<file path="src/rtl/pipe_hazard_ctl.sv">
// Hazard-field pipeline for stages 3-5 plus fetch/decode hold, bubble injection,
// flush kill, memory-wait freeze and stall statistics.
module pipe_hazard_ctl #(
  parameter int REG_WORDS = 32,
  parameter int CNT_BITS  = 16,
  parameter int MAX_STALL = 2,
  localparam int ADDR_LEFT = $clog2(REG_WORDS) - 1
) (
  input  logic                clk,
  input  logic                rst_,
  input  logic [ADDR_LEFT:0]  r1_addr,
  input  logic [ADDR_LEFT:0]  r2_addr,
  input  logic [ADDR_LEFT:0]  waddr,
  input  logic                rw,
  input  logic                sel_mem,
  input  logic                flush,
  input  logic                stall_pipe,
  input  logic                mem_wait,
  output logic [ADDR_LEFT:0]  r1_addr_s3,
  output logic [ADDR_LEFT:0]  r2_addr_s3,
  output logic [ADDR_LEFT:0]  waddr_s3,
  output logic [ADDR_LEFT:0]  waddr_s4,
  output logic [ADDR_LEFT:0]  waddr_s5,
  output logic                rw_s3,
  output logic                rw_s4,
  output logic                rw_s5,
  output logic                sel_mem_s3,
  output logic                sel_mem_s4,
  output logic                sel_mem_s5,
  output logic                pc_en,
  output logic                id_en,
  output logic                id_kill,
  output logic [CNT_BITS-1:0] stall_cnt,
  output logic                stall_err
);

  // Run length saturates one above the limit so it never wraps back into the legal range.
  localparam int RUNW = $clog2(MAX_STALL + 2);
  localparam logic [RUNW-1:0] RUN_LIM = RUNW'(MAX_STALL);
  localparam logic [RUNW-1:0] RUN_MAX = RUNW'(MAX_STALL + 1);

  typedef struct packed {
    logic [ADDR_LEFT:0] waddr;
    logic               rw;
    logic               sel_mem;
  } dst_t;

  dst_t               s3_q, s3_d, s4_q, s4_d, s5_q, s5_d;
  logic [ADDR_LEFT:0] r1_s3_q, r1_s3_d, r2_s3_q, r2_s3_d;
  logic [CNT_BITS-1:0] cnt_q, cnt_d;
  logic [RUNW-1:0]    run_q, run_d;
  logic               err_q, err_d;

  function automatic logic [CNT_BITS-1:0] sat_inc(input logic [CNT_BITS-1:0] v);
    return (v == '1) ? v : v + CNT_BITS'(1);
  endfunction

  function automatic logic [RUNW-1:0] run_inc(input logic [RUNW-1:0] v);
    return (v == RUN_MAX) ? v : v + RUNW'(1);
  endfunction

  // A non-writing instruction carries waddr=0 so downstream compares never see a stale target.
  function automatic dst_t mk_dst(input logic [ADDR_LEFT:0] wa, input logic wr, input logic ld);
    dst_t d;
    d.waddr   = wr ? wa : '0;
    d.rw      = wr;
    d.sel_mem = ld;
    return d;
  endfunction

  assign pc_en   = ~mem_wait & ~stall_pipe;
  assign id_en   = ~mem_wait & ~stall_pipe;
  assign id_kill = ~mem_wait & ~stall_pipe & flush;

  always_comb begin
    s3_d    = s3_q;
    s4_d    = s4_q;
    s5_d    = s5_q;
    r1_s3_d = r1_s3_q;
    r2_s3_d = r2_s3_q;
    cnt_d   = cnt_q;
    run_d   = run_q;
    err_d   = err_q;
    if (!mem_wait) begin
      s4_d = s3_q;
      s5_d = s4_q;
      if (stall_pipe) begin
        s3_d    = '0;
        r1_s3_d = '0;
        r2_s3_d = '0;
        cnt_d   = sat_inc(cnt_q);
        run_d   = run_inc(run_q);
        if (run_q >= RUN_LIM) err_d = 1'b1;
      end else begin
        s3_d    = mk_dst(waddr, rw, sel_mem);
        r1_s3_d = r1_addr;
        r2_s3_d = r2_addr;
        run_d   = '0;
      end
    end
  end

  always_ff @(posedge clk or negedge rst_) begin
    if (!rst_) begin
      s3_q    <= '0;
      s4_q    <= '0;
      s5_q    <= '0;
      r1_s3_q <= '0;
      r2_s3_q <= '0;
      cnt_q   <= '0;
      run_q   <= '0;
      err_q   <= 1'b0;
    end else begin
      s3_q    <= s3_d;
      s4_q    <= s4_d;
      s5_q    <= s5_d;
      r1_s3_q <= r1_s3_d;
      r2_s3_q <= r2_s3_d;
      cnt_q   <= cnt_d;
      run_q   <= run_d;
      err_q   <= err_d;
    end
  end

  assign r1_addr_s3 = r1_s3_q;
  assign r2_addr_s3 = r2_s3_q;
  assign waddr_s3   = s3_q.waddr;
  assign waddr_s4   = s4_q.waddr;
  assign waddr_s5   = s5_q.waddr;
  assign rw_s3      = s3_q.rw;
  assign rw_s4      = s4_q.rw;
  assign rw_s5      = s5_q.rw;
  assign sel_mem_s3 = s3_q.sel_mem;
  assign sel_mem_s4 = s4_q.sel_mem;
  assign sel_mem_s5 = s5_q.sel_mem;
  assign stall_cnt  = cnt_q;
  assign stall_err  = err_q;

endmodule

</file>
<file path="config.mk">
export PLATFORM = sky130hd
export DESIGN_NAME = pipe_hazard_ctl
export DESIGN_NICKNAME = d
export VERILOG_FILES = /design/src/rtl/pipe_hazard_ctl.sv
export SDC_FILE = /design/constraint.sdc
export NUM_CORES = 1
export LEC_CHECK = 0
export CORE_MARGIN = 1.5
export CORE_UTILIZATION = 49
export DETAILED_ROUTE_END_ITERATION = 8
export PLACE_DENSITY = 0.85
export SYNTH_ARGS = -nofsm -noshare
export SYNTH_HDL_FRONTEND = slang
export SYNTH_SLANG_ARGS = --single-unit
</file>
<file path="constraint.sdc">
create_clock -name clk -period 3.69 [get_ports clk]
set_clock_uncertainty 0.05 [all_clocks]
set_input_delay 0.738 -clock clk [delete_from_list [all_inputs] [get_ports clk]]
set_output_delay 0.738 -clock clk [all_outputs]
set_load 0.005 [all_outputs]
</file>
==> results.cfg <==
[run_status]
status = finished, final reports clean

[synthesis]
synth_warnings = 0
synthFlopType = dfrtp_1
synthArstFlopShare = 1.000
yosys.area.top_type = dfrtp_1
syn_area_mm2 = 0.002182
synth.most_common_cell = dfrtp_1
synthTopCellsByCount = dfrtp_1 (50), nand2_1 (22), mux2_2 (15), xor2_1 (15), nand2b_1 (10)
syn_avg_cell_area_um2 = 11.73
ys_types = 31
yosysSeqAreaShare = 0.5734
synth_edf_count = 0
synth_area_leaders = dfrtp_1 (57%), mux2_2 (7.7%), xor2_1 (6.0%), nand2_1 (3.8%), nand2b_1 (2.9%)
ys_ff_latch = 50
synthCells = 186
synth_nets = 211
synthDominantCellAreaShare = 0.5734

[clocking]
cts.sink_count = 50
cts_tree = done
cts.htree.levels = 2
cts_made_buffers = 5
cts_root_buf = clkbuf_8
postCtsSetupBuffers = 0
clock_latency_ns = 0.30
cts_max_path_buffers = 2
ctsResizeCount = 0
hold_buffers = 0
path_clk_slew_ns = 0.08

[finish]
final_layout_size_suffix_gt1_frac = 0.1245
final_core_util = 0.6979
fin_area_mm2 = 0.003018
nNetsFinal = 283
synthToLayoutAreaGrowth_pct = 38.30
antenna_cells = 0

[hold_path]
hp-class = flip-flop to flip-flop
holdCritStartpoint = r2_addr_s3[0]
min_path_cells = 2

[sta]
rsz0062_at_grt = no
drv_slew = 0
fmax_ghz = 0.3473
period_needed_ns = 2.879
period_share = 0.7802
maxSlewHeadroom = 0.2746
tightest_slew_ns = 1.088
hold_viol_final = 0
setup_viol = 0
setup_tns_ns = 0

[power_and_ir_drop]
leakagePower_nw = 1.320
ir_worst_vdd_mv = 0.2773
cellPowerDensity_mw_per_mm2 = 436.5

[route]
wire_per_inst_um = 13.79
ant_nets = 0
drt_iter0_drc = 62
drc_errors = 0
num_vias = 1629
drtPass1Iterations = 4
wl_um = 4262
vias_per_cell = 5.272

[critical_path]
cp.arrival_ns = 2.09
reg2reg_from = stall_cnt[0]
startpoint = stall_pipe
crit_family = buffers and inverters
cp_max_fo = 5
cp_common_cell = clkdlybuf4s50_1
crit_path_end_kind = output port
ff2ff_path_depth = 6
crit_buf_inv = 2
path_depth = 4
crit_type = input port to output port
crit_path_top_delay_cell = clkdlybuf4s50_1
crit_required_ns = 2.90
start_kind = input port
path_cells = clkdlybuf4s50_1 > nor2_1 > and2_1 > clkdlybuf4s50_1
slowest_delay_ns = 0.50

[floorplan]
rows = 24
die-area_mm2 = 0.004862
die_y_um = 69.73
coreArea_mm2 = 0.004324
ios = 73
initial_utilization = 0.5046
die_w_um = 69.73

[place]
dpl-instance-area_mm2 = 0.002935
post-dp-hpwl_um = 2948
io_buffers = 72
place.gp.congestion = 0.7637

[global_route]
antenna_found_initial = 0
grt_first_pass_wirelength_um = 7189
grt-ovfl-total = 0
grt_pass1_vias = 1582
grt_use_total = 0.1881
grt_max_degree = 51

[job]
drv_cap = 0
==> logic make-up after synthesis <==
| logic type | synth area share |
|---|---|
| flip-flops | 0.5734 |
| buffers and inverters | 0.02236 |
| adder cells (fa/ha/maj) | 0.01720 |
| multiplexers | 0.08257 |
| XOR/XNOR | 0.06021 |
| AO/OA/AOI/OAI | 0.05849 |
| AND/OR/NAND/NOR | 0.1858 |
==> routing by layer <==
metal	vias to the layer above	global-route usage	wire length (um)
met1	774	0.2253	1853
met5	-	0	0
met2	62	0.2981	1953
li1	788	-	-
met3	5	0.08285	388
met4	0	0.07692	67
==> cells in the final DEF (no fill, tap or decap) <==
master	synthesis	layout
a21o_1	1	1
nand3_1	8	8
mux2_2	15	15
o31ai_1	1	1
nor4_2	4	4
nor3_1	5	5
nand2b_1	10	10
and3_1	1	1
buf_4	1	3
or2_1	1	1
clkbuf_8	0	6
nor4_1	4	4
mux2_1	1	1
o21bai_1	1	1
nor2_1	4	4
nor3b_1	1	1
dfrtp_1	50	50
nand2_1	22	22
and4_1	2	2
xor2_1	15	15
nand4_1	4	4
nor2b_1	1	1
clkdlybuf4s50_1	0	70
inv_1	1	1
o21ai_0	9	9
nor4b_2	2	2
o21ai_1	5	5
buf_2	3	2
and2_1	1	1
ha_1	3	3
a22o_1	4	4
==> final cells by class <==
| cell class | instances | area, um^2 |
|---|---|---|
| Clock buffer | 6 | 82.58 |
| Fill cell | 314 | 1306 |
| Multi-Input combinational cell | 125 | 882.1 |
| Tap cell | 52 | 65.06 |
| Timing Repair Buffer | 75 | 733.2 |
| Inverter | 1 | 3.754 |
| Sequential cell | 50 | 1251 |
==> worst reg2reg max path, stage by stage, from the launching register on <==
cell     delay (ns)
dfrtp_1        0.42
ha_1           0.22
nand3_1        0.11
nor4_2         0.25
buf_4          0.22
nor2_1         0.08
mux2_1         0.33
==> registers in the layout, indices dropped and copies added (netlist names), 2 cells and up <==
signal / flops
stall_cnt: 16
r1_addr_s3: 5
r2_addr_s3: 5
waddr_s3: 5
waddr_s4: 5
waddr_s5: 5
run_q: 2
==> stage by stage <==
step	hold slack, ns	cells	setup WS, ns	power (mW)
6_report	0.4365	309	0.8109	1.317
5_1_grt	0.4627	309	0.7215	1.386
4_1_cts	0.4424	309	0.7849	1.332
3_5_place_dp	0.4224	303	0.7772	1.021
3_3_place_gp	0.4150	303	0.8279	1.009
2_1_floorplan	0.3924	186	1.533	0.8166
==> worst paths after layout <==
path,end,slack (ns)
setup / recovery,id_kill,0.81
hold / removal,r2_addr_s3[0],0.44
setup reg to reg,stall_cnt[1],1.89
hold reg to reg,r2_addr_s3[0],0.44
max in group asynchronous,run_q[0],2.33
min in group asynchronous,stall_cnt[13],0.59
==> where the power goes <==
| group | switching (mW) | internal [mW] |
|---|---|---|
| Combinational | 0.106 | 0.199 |
| Sequential | 0.0809 | 0.620 |
| Clock | 0.166 | 0.145 |
| Total | 0.353 | 0.964 |
Power figures use the tool's default switching activity.
